**config.mk**
```make
export PLATFORM = sky130hd
export DESIGN_NAME = load_store_unit_flat
export DESIGN_NICKNAME = d
export VERILOG_FILES = /design/src/rtl/load_store_unit_if.sv /design/src/rtl/load_store_unit.sv /design/src/flat_wrapper.sv
export SDC_FILE = /design/constraint.sdc
export NUM_CORES = 1
export LEC_CHECK = 0
export ABC_AREA = 1
export ABC_CLOCK_PERIOD_IN_PS = 7210
export CORE_ASPECT_RATIO = 0.6
export CORE_UTILIZATION = 45
export DETAILED_ROUTE_END_ITERATION = 8
export PLACE_DENSITY_LB_ADDON = 0.2
export SLEW_MARGIN = 20
export SYNTH_ARGS = -nofsm -noshare
export SYNTH_HDL_FRONTEND = slang
export SYNTH_SLANG_ARGS = --single-unit
```
**constraint.sdc**
```tcl
create_clock -name clk -period 7.21 [get_ports clk]
set_clock_uncertainty 0.2 [all_clocks]
set_input_delay 0.721 -clock clk [delete_from_list [all_inputs] [get_ports clk]]
set_output_delay 0.721 -clock clk [all_outputs]
set_load 0.005 [all_outputs]
```
**src/rtl/load_store_unit_if.sv**
```systemverilog
// Core/Data_Memory bundle for the load/store unit. The master side is the
// core plus memory environment; the slave side is the LSU itself.
interface load_store_unit_if #(
  parameter int ADDR_WIDTH = 32
);
  logic                  MemRead;
  logic                  MemWrite;
  logic [2:0]            funct3;
  logic [ADDR_WIDTH-1:0] Addr;
  logic [31:0]           Store_Data;
  logic [31:0]           Load_Data;
  logic                  stall;
  logic                  misalign;
  logic                  dm_MemWrite;
  logic [ADDR_WIDTH-1:0] dm_Mem_Addr;
  logic [31:0]           dm_Write_Data;
  logic [31:0]           dm_Read_Data;

  modport master (
    output MemRead, MemWrite, funct3, Addr, Store_Data, dm_Read_Data,
    input  Load_Data, stall, misalign, dm_MemWrite, dm_Mem_Addr, dm_Write_Data
  );

  modport slave (
    input  MemRead, MemWrite, funct3, Addr, Store_Data, dm_Read_Data,
    output Load_Data, stall, misalign, dm_MemWrite, dm_Mem_Addr, dm_Write_Data
  );
endinterface

```
**src/rtl/load_store_unit.sv**
```systemverilog
// RV32I load/store unit: sub-word load extraction and SB/SH read-modify-write
// over a word-only Data_Memory. Define LSU_PERF_CNT_EN for performance counters.
module load_store_unit #(
  parameter int ADDR_WIDTH = 32,
  parameter int CNT_WIDTH  = 16
) (
  input  logic                 clk,
  input  logic                 reset,
  load_store_unit_if.slave     bus
`ifdef LSU_PERF_CNT_EN
  ,
  output logic [CNT_WIDTH-1:0] load_cnt,
  output logic [CNT_WIDTH-1:0] store_cnt,
  output logic [CNT_WIDTH-1:0] stall_cnt,
  output logic [CNT_WIDTH-1:0] misalign_cnt
`endif
);

  typedef enum logic [1:0] {
    IDLE  = 2'b00,
    WRITE = 2'b01
  } state_t;

  state_t                state, state_nxt;
  logic [31:0]           merge_reg, merge_nxt;
  logic [ADDR_WIDTH-1:0] addr_reg, addr_nxt;
  logic [ADDR_WIDTH-1:0] word_addr;
  logic                  aligned;

  function automatic logic is_aligned(input logic [2:0] f3, input logic [1:0] a);
    case (f3)
      3'b000, 3'b100: return 1'b1;
      3'b001, 3'b101: return ~a[0];
      3'b010:         return (a == 2'b00);
      default:        return 1'b0;
    endcase
  endfunction

  function automatic logic [31:0] extend_load(input logic [31:0] w,
                                              input logic [2:0]  f3,
                                              input logic [1:0]  a);
    logic [7:0]  b;
    logic [15:0] h;
    b = 8'(w >> {a, 3'b000});
    h = a[1] ? w[31:16] : w[15:0];
    case (f3)
      3'b000:  return {{24{b[7]}}, b};
      3'b001:  return {{16{h[15]}}, h};
      3'b100:  return {24'h0, b};
      3'b101:  return {16'h0, h};
      default: return w;
    endcase
  endfunction

  // Insert the store byte/halfword into the addressed lane of the current word.
  function automatic logic [31:0] merge_store(input logic [31:0] w,
                                              input logic [31:0] d,
                                              input logic        half,
                                              input logic [1:0]  a);
    logic [31:0] m;
    m = w;
    if (half) begin
      if (a[1]) m[31:16] = d[15:0];
      else      m[15:0]  = d[15:0];
    end else begin
      case (a)
        2'd0: m[7:0]   = d[7:0];
        2'd1: m[15:8]  = d[7:0];
        2'd2: m[23:16] = d[7:0];
        default: m[31:24] = d[7:0];
      endcase
    end
    return m;
  endfunction

  function automatic logic [CNT_WIDTH-1:0] sat_inc(input logic [CNT_WIDTH-1:0] c);
    return (&c) ? c : c + 1'b1;
  endfunction

  assign word_addr = {bus.Addr[ADDR_WIDTH-1:2], 2'b00};
  assign aligned   = is_aligned(bus.funct3, bus.Addr[1:0]);

  always_ff @(posedge clk or posedge reset) begin
    if (reset) begin
      state     <= IDLE;
      merge_reg <= '0;
      addr_reg  <= '0;
    end else begin
      state     <= state_nxt;
      merge_reg <= merge_nxt;
      addr_reg  <= addr_nxt;
    end
  end

  always_comb begin
    state_nxt         = state;
    merge_nxt         = merge_reg;
    addr_nxt          = addr_reg;
    bus.stall         = 1'b0;
    bus.misalign      = 1'b0;
    bus.dm_MemWrite   = 1'b0;
    bus.Load_Data     = '0;
    bus.dm_Write_Data = '0;
    bus.dm_Mem_Addr   = word_addr;
    case (state)
      IDLE: begin
        if (bus.MemRead || bus.MemWrite) begin
          if (!aligned) begin
            bus.misalign = 1'b1;
          end else if (bus.MemWrite) begin
            if (bus.funct3[1:0] == 2'b10) begin
              bus.dm_MemWrite   = 1'b1;
              bus.dm_Write_Data = bus.Store_Data;
            end else begin
              bus.stall = 1'b1;
              merge_nxt = merge_store(bus.dm_Read_Data, bus.Store_Data,
                                      bus.funct3[0], bus.Addr[1:0]);
              addr_nxt  = word_addr;
              state_nxt = WRITE;
            end
          end else begin
            bus.Load_Data = extend_load(bus.dm_Read_Data, bus.funct3, bus.Addr[1:0]);
          end
        end
      end
      WRITE: begin
        bus.dm_MemWrite   = 1'b1;
        bus.dm_Mem_Addr   = addr_reg;
        bus.dm_Write_Data = merge_reg;
        state_nxt         = IDLE;
      end
      default: state_nxt = IDLE;
    endcase
    // Reset must kill a pending write at once, not at the next edge.
    if (reset) begin
      bus.stall         = 1'b0;
      bus.misalign      = 1'b0;
      bus.dm_MemWrite   = 1'b0;
      bus.Load_Data     = '0;
      bus.dm_Write_Data = '0;
    end
  end

`ifdef LSU_PERF_CNT_EN
  logic load_done;

  assign load_done = (state == IDLE) && bus.MemRead && !bus.MemWrite && aligned && !reset;

  always_ff @(posedge clk or posedge reset) begin
    if (reset) begin
      load_cnt     <= '0;
      store_cnt    <= '0;
      stall_cnt    <= '0;
      misalign_cnt <= '0;
    end else begin
      if (load_done)       load_cnt     <= sat_inc(load_cnt);
      if (bus.dm_MemWrite) store_cnt    <= sat_inc(store_cnt);
      if (bus.stall)       stall_cnt    <= sat_inc(stall_cnt);
      if (bus.misalign)    misalign_cnt <= sat_inc(misalign_cnt);
    end
  end
`endif

endmodule

```
**src/flat_wrapper.sv**
```systemverilog
// flat-port wrapper written by rule: the top's interface ports become plain ports
module load_store_unit_flat 
#(
  parameter int ADDR_WIDTH = 32,
  parameter int CNT_WIDTH  = 16
)
  (clk, reset, bus_MemRead, bus_MemWrite, bus_funct3, bus_Addr, bus_Store_Data, bus_dm_Read_Data, bus_Load_Data, bus_stall, bus_misalign, bus_dm_MemWrite, bus_dm_Mem_Addr, bus_dm_Write_Data);
  load_store_unit_if #(.ADDR_WIDTH(ADDR_WIDTH)) bus_i ();
  input  logic clk;
  input  logic reset;
  input wire logic [$bits(bus_i.MemRead)-1:0] bus_MemRead;
  input wire logic [$bits(bus_i.MemWrite)-1:0] bus_MemWrite;
  input wire logic [$bits(bus_i.funct3)-1:0] bus_funct3;
  input wire logic [$bits(bus_i.Addr)-1:0] bus_Addr;
  input wire logic [$bits(bus_i.Store_Data)-1:0] bus_Store_Data;
  input wire logic [$bits(bus_i.dm_Read_Data)-1:0] bus_dm_Read_Data;
  output wire logic [$bits(bus_i.Load_Data)-1:0] bus_Load_Data;
  output wire logic [$bits(bus_i.stall)-1:0] bus_stall;
  output wire logic [$bits(bus_i.misalign)-1:0] bus_misalign;
  output wire logic [$bits(bus_i.dm_MemWrite)-1:0] bus_dm_MemWrite;
  output wire logic [$bits(bus_i.dm_Mem_Addr)-1:0] bus_dm_Mem_Addr;
  output wire logic [$bits(bus_i.dm_Write_Data)-1:0] bus_dm_Write_Data;
  assign bus_i.MemRead = bus_MemRead;
  assign bus_i.MemWrite = bus_MemWrite;
  assign bus_i.funct3 = bus_funct3;
  assign bus_i.Addr = bus_Addr;
  assign bus_i.Store_Data = bus_Store_Data;
  assign bus_i.dm_Read_Data = bus_dm_Read_Data;
  assign bus_Load_Data = bus_i.Load_Data;
  assign bus_stall = bus_i.stall;
  assign bus_misalign = bus_i.misalign;
  assign bus_dm_MemWrite = bus_i.dm_MemWrite;
  assign bus_dm_Mem_Addr = bus_i.dm_Mem_Addr;
  assign bus_dm_Write_Data = bus_i.dm_Write_Data;
  load_store_unit #(.ADDR_WIDTH(ADDR_WIDTH), .CNT_WIDTH(CNT_WIDTH)) u_core (.clk(clk), .reset(reset), .bus(bus_i));
endmodule
```
# == Word-level counts from Yosys, hierarchy flattened ==
# Index checks and enable logic that the tools add are counted.
# totals
output_inout_bits,99
regBits,64
# op_classes
n_bitwise,2
n_reduce_logical,9
n_mux,43
eq_ne,12
shift,1
# ops
operator,count
2-to-1 mux 32 bit,12
one-hot mux 32 bit (4 select lines),1
one-hot mux 32 bit (2 select lines),1
2-to-1 mux 16 bit,3
2-to-1 mux 8 bit,4
>> shifter 32 x 5 -> 8 bit,1
2-to-1 mux 1 bit,15
2-to-1 mux 2 bit,5
"equality test 3 bit, second input constant",2
AND reduction 5 bit,1
"equality test 2 x 1 -> 1 bit, second input constant",2
"equality test 2 bit, second input constant",2
zero test 2 bit,2
"inequality test 2 x 1 -> 1 bit, second input constant",2
"inequality test 2 bit, second input constant",2
AND reduction 4 bit,1
OR reduction 2 bit,2
"equality test 3 x 1 -> 1 bit, second input constant",1
"equality test 3 x 2 -> 1 bit, second input constant",1
zero test 3 bit,1
one-hot mux 1 bit (3 select lines),1
OR reduction 3 bit,1
inverter 1 bit,2
one-hot mux 1 bit (2 select lines),1
logical OR 1 bit,1

# == Depth between registers and ports, before layout ==
# Gate-level depths: netlist (run 1).
# logic_depth
ltp_word,7
ltp_mapped,10
depth_no_buf,9

# == Least setup slack after synthesis (run 1) ==
# Ideal clock, no wire load.
# synth_timing
path_type,input to output
start,input port reset
end,output port bus_Load_Data[21]
path_stages,7
arrival_time_ns,3.190
required_ns,6.289
path_slack_ns,3.099
n_path_buf,2
path_cell_list,clkbuf_1 -> inv_1 -> nand4_1 -> a21oi_1 -> nand2_2 -> buf_2 -> nor2_1
# synth_between
elab_chain_len,1
# synth_rtl
element,line_no,text
from (decl),flat_wrapper.sv:10,input logic reset;
2-to-1 mux 32 bit,load_store_unit.sv:135,if (reset) begin
to (decl),flat_wrapper.sv:17,output wire logic [$bits(bus_i.Load_Data)-1:0] bus_Load_Data;
# No other way between the ends.

# == Final worst setup path (run 1) ==
# layout_timing
start,input port bus_funct3[1]
end,output port bus_Load_Data[5]
# layout_between
elab_chain_len,7
elab_cells_between_ends,14
# layout_rtl
element,line_no,text
from (decl),flat_wrapper.sv:13,input wire logic [$bits(bus_i.funct3)-1:0] bus_funct3;
equality test 3 bit (tied with other cells),"load_store_unit.sv:31, load_store_unit.sv:46",
one-hot mux 32 bit (4 select lines) or OR reduction 2 bit (tied branches),"load_store_unit.sv:46, load_store_unit.sv:31",
2-to-1 mux 32 bit or one-hot mux 1 bit (3 select lines) (tied branches),"load_store_unit.sv:110, load_store_unit.sv:31",
2-to-1 mux 32 bit (*),load_store_unit.sv:108,if (!aligned) begin
2-to-1 mux 32 bit (*),load_store_unit.sv:107,if (bus.MemRead || bus.MemWrite) begin
2-to-1 mux 32 bit (*),load_store_unit.sv:105,case (state)
2-to-1 mux 32 bit (*),load_store_unit.sv:135,
# Every way passes the cells marked *; elsewhere a longest branch is shown, timed or not.

==> impl_results.md, run 1 <==
* FILL cells at ~990
* Maximum fanout count along the critical path at 44
* Die span in x at 139 microns
* Area Growth Syn to Fin at 44.3%
* Reg area at about 0.0016 sq mm
* Hold Crit Class: reg2reg
* Share of the synthesized area in the top cell type at 0.310
* Instance count of the mapped netlist at 870
* Max_slew headroom at 0.309
* Ys flop type: sky130_fd_sc_hd__dfrtp_1
* Number of buffers created by CTS at 9
* Share of total power in combinational logic at 0.285
* Hold buffer count at cts at 0
* Worst path max stage delay at 680 ps
* Insertion delay to the later sink of the worst-skew pair at 330 ps
* Switch Pwr at roughly 0.4 mW
* Sequential share of the synthesized area at 0.310
* Part of the total power dissipated in the clock network at 0.343
* Dominant cells by area after synthesis: sky130_fd_sc_hd__dfrtp_1 (31%), sky130_fd_sc_hd__nand2_1 (22%), sky130_fd_sc_hd__o21ai_0 (12%), sky130_fd_sc_hd__a21oi_1 (7.4%), sky130_fd_sc_hd__nor2_1 (5.9%)
* Sum of net half-perimeters after detailed placement at 14,000 microns
* WL final at 19,200 microns
* Share of total power consumed by net switching at 0.314
* Post-synthesis average cell area at 5.85 sq um
* Required time at the endpoint of the critical path at 6290 ps
* Startpoint types: input port
* Cell Int Power at roughly 0.87 mW
* Number of maximum-capacitance violations at 0
* Iteration-0 DRC Markers at 765
* Average via count per standard cell at approximately 5.5
* Number of antenna violations at the first check in global routing at 0
* Global-route wire length before repair at between 30,000 and 40,000 microns
* Unrepaired setup endpoints after global routing: false
* Overall routing resource usage at 0.333
* Placeable core area at roughly 0.011 sq mm
* Effective utilization at floorplan at 0.472
* Critical hold path startpoint: u_core.merge_reg[14]
* Number of hold violations in the final report at 0
* Most common library cells after synthesis: sky130_fd_sc_hd__nand2_1 (292), sky130_fd_sc_hd__o21ai_0 (123), sky130_fd_sc_hd__nor2_1 (80), sky130_fd_sc_hd__a21oi_1 (75), sky130_fd_sc_hd__inv_1 (70)
* Startpoint of the lowest-slack register-to-register path: u_core.state[0]
* Number of nets still failing antenna checks after routing at 0
* Detailed-routing iteration count for the pre-antenna-repair pass at 5
* # setup viols final at 0
* Antenna diodes at 0
* Max FFs per register at 32
* Worst Setup End Kind: output pin
* Maximum number of pins on one net before global-route repair at 99
* Total of buffers placed on input and output ports at 199
* Run status: finished, final reports clean
* Setup crit start: bus_funct3[1]
* Maximum root-to-sink buffer count at 2
* LEAKAGE at roughly 3.3 nW
* Count of flip-flops with a built-in enable after synthesis at 0
* Wire length per cell at 16.4 microns
* Min cycle time layout at 4930 ps
* Slew at the pin closest to its max-slew limit at between 1000 and 1500 ps
* Sink Count at 63
* Design Power at 1.27 mW
* Clock tree from TritonCTS: done
* Data arrival time of the worst path at between 4000 and 5000 ps
* Most Frequent Cell on Critical Path: sky130_fd_sc_hd__clkdlybuf4s50_1
* Upper clock frequency limit at 0.203 GHz
* Combined area of the multi-input logic cells at 0.00296 sq mm
* Gates resized, CTS repair at 0
* Slack of the worst reg-to-reg path at 4000 ps
* Cell accounting for the most synthesized area: sky130_fd_sc_hd__dfrtp_1
* Chip height at 84.4 microns
* Floorplan die area at 0.0118 sq mm
* Critical path, cell by cell: clkdlybuf4s50_1 > buf_4 > inv_2 > nor2_4 > nand3_2 > nand2_2 > nand2_1 > nor3_1 > clkdlybuf4s50_1
* Number of vias after detailed routing at between 6,000 and 7,000
* Final weighted congestion in routability-driven placement at a little over 1
* Count of unique library cells instantiated by Yosys at 28
* Power per cell area at 172 mW/mm^2
* Flop pwr share at 0.372
* Worst Setup Path Type: in2out
* Vias in the first global route at 5,665
* Net count of the finished layout at 1,130
* Max-slew violation count at 0
* Standard cell with the maximum stage delay on the critical path: sky130_fd_sc_hd__nand2_2
* Number of remaining DRC errors at 0
* Clock-pin slew of the registers on the worst-case setup and hold paths at about 50 ps
* Count of yosys warnings during synthesis at 0
* Highest ir drop seen on vdd at 0.129 mV
* Tcrit/Tclk final at 0.684
* Most instantiated library cell after synthesis: sky130_fd_sc_hd__nand2_1
* Fraction of final layout cells with drive strength greater than 1 at 0.0359
* H-tree depth at 3
* Cell Rows at 29
* I/O pins at 202
* Aggregate global routing overflow at 0
* Fraction of registers with async set or reset after synthesis at 1.00
* Clk Tree Root Cell: sky130_fd_sc_hd__clkbuf_16
* Number of register bits inferred by synthesis at 63
* Setup TNS at 0 ps
* Post-CTS Setup Repair Bufs at 0
* Netlist Area Pre-Place at 0.00509 sq mm
-- worst max-delay path, delay by kind of cell --
family | cells | cell delay (ps)
AND/OR/NAND/NOR | 5 | 1810
buffers and inverters | 4 | 1450
-- power by group through the flow --
stage	logic (mW)	registers, mW	clock network, mW
global route	0.401	0.481	0.453
finish	0.361	0.472	0.435
global placement	0.350	0.473	0
CTS	0.356	0.470	0.438
detailed placement	0.354	0.474	0
floorplan	0.194	0.465	0
-- cells in the final DEF, fill, tap and decap left out, types with 13 or more instances in the layout --
master                              n
sky130_fd_sc_hd__nand2_1          292
sky130_fd_sc_hd__inv_1             68
sky130_fd_sc_hd__a21oi_1           75
sky130_fd_sc_hd__o211ai_1          13
sky130_fd_sc_hd__clkdlybuf4s50_1  199
sky130_fd_sc_hd__nand3_1           47
sky130_fd_sc_hd__nor3_1            18
sky130_fd_sc_hd__o21ai_0          123
sky130_fd_sc_hd__nor2_1            80
sky130_fd_sc_hd__dfrtp_1           62
-- path summary, 6_finish.rpt --
path | to | depth (start not counted)
max | bus_Load_Data[5] | 9
min | u_core.merge_reg[14] | 2
max reg2reg | u_core.merge_reg[10] | 7
min reg2reg | u_core.merge_reg[14] | 2
max in group asynchronous | u_core.state[0] | 4
min in group asynchronous | u_core.merge_reg[28] | 4
-- cell families after synthesis --
| family | count (synthesis) | share of synthesized area |
|---|---|---|
| other cells | 1 | 0.000737 |
| buf+inv | 138 | 0.110 |
| compound gates | 219 | 0.224 |
| flops | 63 | 0.310 |
| simple gates | 449 | 0.355 |
-- per-layer routing --
metal / up-vias / share of wire / track usage
li1: 3119 / - / -
met1: 2897 / 0.47 / 0.498
met2: 375 / 0.39 / 0.440
met3: 12 / 0.14 / 0.143
met4: 2 / 0.0050 / 0.0414
met5: - / 0.0040 / 0.0486
-- area by class of cell --
class / count / area share
Multi-Input combinational cell: 670 / 0.402
Timing Repair Buffer: 207 / 0.279
Sequential cell: 63 / 0.215
Inverter: 76 / 0.0390
Clock buffer: 11 / 0.0330
Tap cell: 139 / 0.0237
Clock inverter: 5 / 0.00783
-- through the flow --
stage | hold slack (ps) | cell area, sq um | worst slack, ps | utilization | cells
after detailed placement | 265 | 7050 | 2350 | 0.654 | 1155
after CTS | 279 | 7350 | 2350 | 0.682 | 1171
final | 276 | 7350 | 2280 | 0.682 | 1171
after floorplan | 249 | 5090 | 3100 | - | 871
after global routing | 297 | 7350 | 2060 | 0.682 | 1171
after global placement | 265 | 7050 | 2460 | 0.654 | 1155
Power figures use the tool's default switching activity.
==> inputs of run 2 (changes only) <==
- ABC_CLOCK_PERIOD_IN_PS: 7210 -> 4100
- CORE_UTILIZATION: 45 -> 40
- clock period: 7.21 -> 4.1 ns (I/O delays scaled with it)
==> impl_results.md, run 2 (synthesis gave the netlist of run 1 again) <==
* Total of buffers placed on input and output ports at 199 (unchanged)
* Setup TNS at 0 ps (unchanged)
* Number of remaining DRC errors at 0 (unchanged)
* Global-route wire length before repair at 30,200 microns (was 30,500 microns)
* Run status: finished, final reports clean (unchanged)
* Routed wl met2 at 7270 microns (was 7440 microns)
* Number of maximum-capacitance violations at 0 (unchanged)
* Layout Utilization at 0.610 (was 0.682)
* Number of antenna violations at the first check in global routing at 0 (unchanged)
* Floorplan die area at 0.0132 sq mm (was 0.0118 sq mm)
* Startpoint of the lowest-slack register-to-register path: u_core.state[0] (unchanged)
* Final weighted congestion in routability-driven placement at 1.02 (about the same)
* Most frequent cells in the layout: sky130_fd_sc_hd__nand2_1 (292), sky130_fd_sc_hd__clkdlybuf4s50_1 (199), sky130_fd_sc_hd__o21ai_0 (123) (unchanged)
* Required time at the endpoint of the critical path at 3490 ps (was 6290 ps)
* Final hold slack at 280 ps (was 276 ps)
* Max-slew violation count at 0 (unchanged)
* Insertion delay to the later sink of the worst-skew pair at 320 ps (was 330 ps)
* Detailed-routing iteration count for the pre-antenna-repair pass at 5 (unchanged)
* Setup crit start: bus_funct3[0] (was bus_funct3[1])
* # setup viols final at 0 (unchanged)
* Unrepaired setup endpoints after global routing: false (unchanged)
* Die span in x at 148 microns (was 139 microns)
* H-tree depth at 3 (unchanged)
* Gates resized, CTS repair at 0 (unchanged)
* Top Metal Used: met4 (was met5)
* Fraction of final layout cells with drive strength greater than 1 at 0.0460 (was 0.0359)
* Maximum number of pins on one net before global-route repair at 65 (was 99)
* Number of hold violations in the final report at 0 (unchanged)
* Antenna diodes at 0 (unchanged)
* Upper clock frequency limit at 0.280 GHz
* Number of buffers created by CTS at 9 (unchanged)
* Net count of the finished layout at 1,142 (was 1,130)
* Min cycle time layout at 3570 ps
* Tcrit/Tclk final at 0.870
* LEAKAGE at 3.35 nW (was 3.30 nW)
* Area Growth Syn to Fin at 46.3% (was 44.3%)
* Data arrival time of the worst path at 2960 ps (was 4010 ps)
* Clock-pin slew of the registers on the worst-case setup and hold paths at 50 ps (about the same)
* Maximum root-to-sink buffer count at 2 (unchanged)
* Slew at the pin closest to its max-slew limit at 953 ps (was 1030 ps)
* Sink Count at 63 (unchanged)
* Iteration-0 DRC Markers at 610 (was 765)
* FILL cells at 1,250 (was 994)
* Power per cell area at 293 mW/mm^2 (was 172 mW/mm^2)
* Placeable core area at 0.0122 sq mm (was 0.0108 sq mm)
* Effective utilization at floorplan at 0.417 (was 0.472)
* Met1 layer wirelength in the final routing at 9600 microns (was 8990 microns)
* Chip height at 89.4 microns (was 84.4 microns)
* Number of nets still failing antenna checks after routing at 0 (unchanged)
* Vias in the first global route at 5,430 (was 5,665)
* Highest ir drop seen on vdd at 0.229 mV (was 0.129 mV)
* Worst Setup End Kind: output pin (unchanged)
* Startpoint types: input port (unchanged)
* Clock tree from TritonCTS: done (unchanged)
* Cell Rows at 31 (was 29)
* Most frequent standard cell in the layout excluding fill and tap cells: sky130_fd_sc_hd__nand2_1 (unchanged)
* Hold Crit Class: reg2reg (unchanged)
* Aggregate global routing overflow at 0 (unchanged)
* Max_slew headroom at 0.362 (was 0.309)
* Sum of net half-perimeters after detailed placement at 15,300 microns (was 14,000 microns)
* Overall routing resource usage at 0.304 (was 0.333)
* Clk Tree Root Cell: sky130_fd_sc_hd__clkbuf_16 (unchanged)
* WL final at 20,100 microns (was 19,200 microns)
* Wire length per cell at 16.6 microns (was 16.4 microns)
* Number of vias after detailed routing at 6,366 (was 6,405)
* Post-CTS Setup Repair Bufs at 0 (unchanged)
* Total length of routed met3 wires at 2990 microns (was 2640 microns)
* I/O pins at 202 (unchanged)
* Hold buffer count at cts at 0 (unchanged)
* Max FFs per register at 32 (unchanged)
* Worst Setup Path Type: in2out (unchanged)
* Average via count per standard cell at 5.27 (was 5.47)
* Maximum fanout count along the critical path at 17 (was 44)
* Critical hold path startpoint: u_core.merge_reg[13] (was u_core.merge_reg[14])
-- run 2: cell types whose count changed in the layout (fill, tap and decap cells not counted), sizes merged --
cell | before | now
bufinv | 1 | 0
buf | 8 | 20
clkinv | 8 | 5
clkbuf | 11 | 13
inv | 72 | 73
clkinvlp | 0 | 1
-- run 2: critical path: stages --
cell and delay [ps]:
sky130_fd_sc_hd__clkdlybuf4s50_1 430, sky130_fd_sc_hd__inv_2 260, sky130_fd_sc_hd__nand2_1 300, sky130_fd_sc_hd__nor2_1 200, sky130_fd_sc_hd__nand2_1 270, sky130_fd_sc_hd__nand2_1 160, sky130_fd_sc_hd__nand2_2 200, sky130_fd_sc_hd__nor2_1 200
sky130_fd_sc_hd__clkdlybuf4s50_1 520
-- run 2: per-layer routing --
layer | up-vias | global-route usage
met5 | - | 0
met2 | 370 | 0.392
met1 | 2838 | 0.458
li1 | 3141 | -
met4 | 0 | 0.0553
met3 | 17 | 0.130
-- run 2: final timing paths --
| path | slack, ps | to | depth (start not counted) |
|---|---|---|---|
| min in group asynchronous | 520 | u_core.addr_reg[14] | 3 |
| max in group asynchronous | 2640 | u_core.state[0] | 3 |
| worst max-delay path | 530 | bus_Load_Data[31] | 9 |
| worst max register to register | 2020 | u_core.addr_reg[11] | 4 |
| worst min-delay path | 280 | u_core.merge_reg[13] | 2 |
| worst min register to register | 280 | u_core.merge_reg[13] | 2 |
-- run 2: area by class of cell --
class                      instances  area [sq um]  area share
multi-input combinational        670          2960       0.397
sequential                        63          1580       0.212
clock inverter                     3          17.5     0.00235
timing repair buffer             219          2140       0.288
inverter                          76           287      0.0385
tap                              165           206      0.0277
clock buffer                      13           260      0.0349
-- run 2: where the power goes --
group | switching [mW] | internal [mW] | leakage [nW]
logic | 0.349 | 0.293 | 2.42
clock network | 0.265 | 0.440 | 0.136
registers | 0.0776 | 0.756 | 0.786
total | 0.692 | 1.49 | 3.35
-- run 2: metrics by stage --
| step | power (mW) | setup slack (ps) | instance area (sq um) | instances |
|---|---|---|---|---|
| after floorplan | 1.16 | 611 | 5090 | 871 |
| after global placement | 1.47 | 733 | 7170 | 1193 |
| after detailed placement | 1.47 | 608 | 7170 | 1193 |
| after CTS | 2.18 | 605 | 7450 | 1209 |
| after global routing | 2.31 | 305 | 7450 | 1209 |
| final | 2.18 | 531 | 7450 | 1209 |
==> inputs of run 3 (changes only) <==
- HOLD_SLACK_MARGIN: not set -> 0.12
==> results of run 3 <==
Final layout, timing and power as in run 2 (identical DEF).
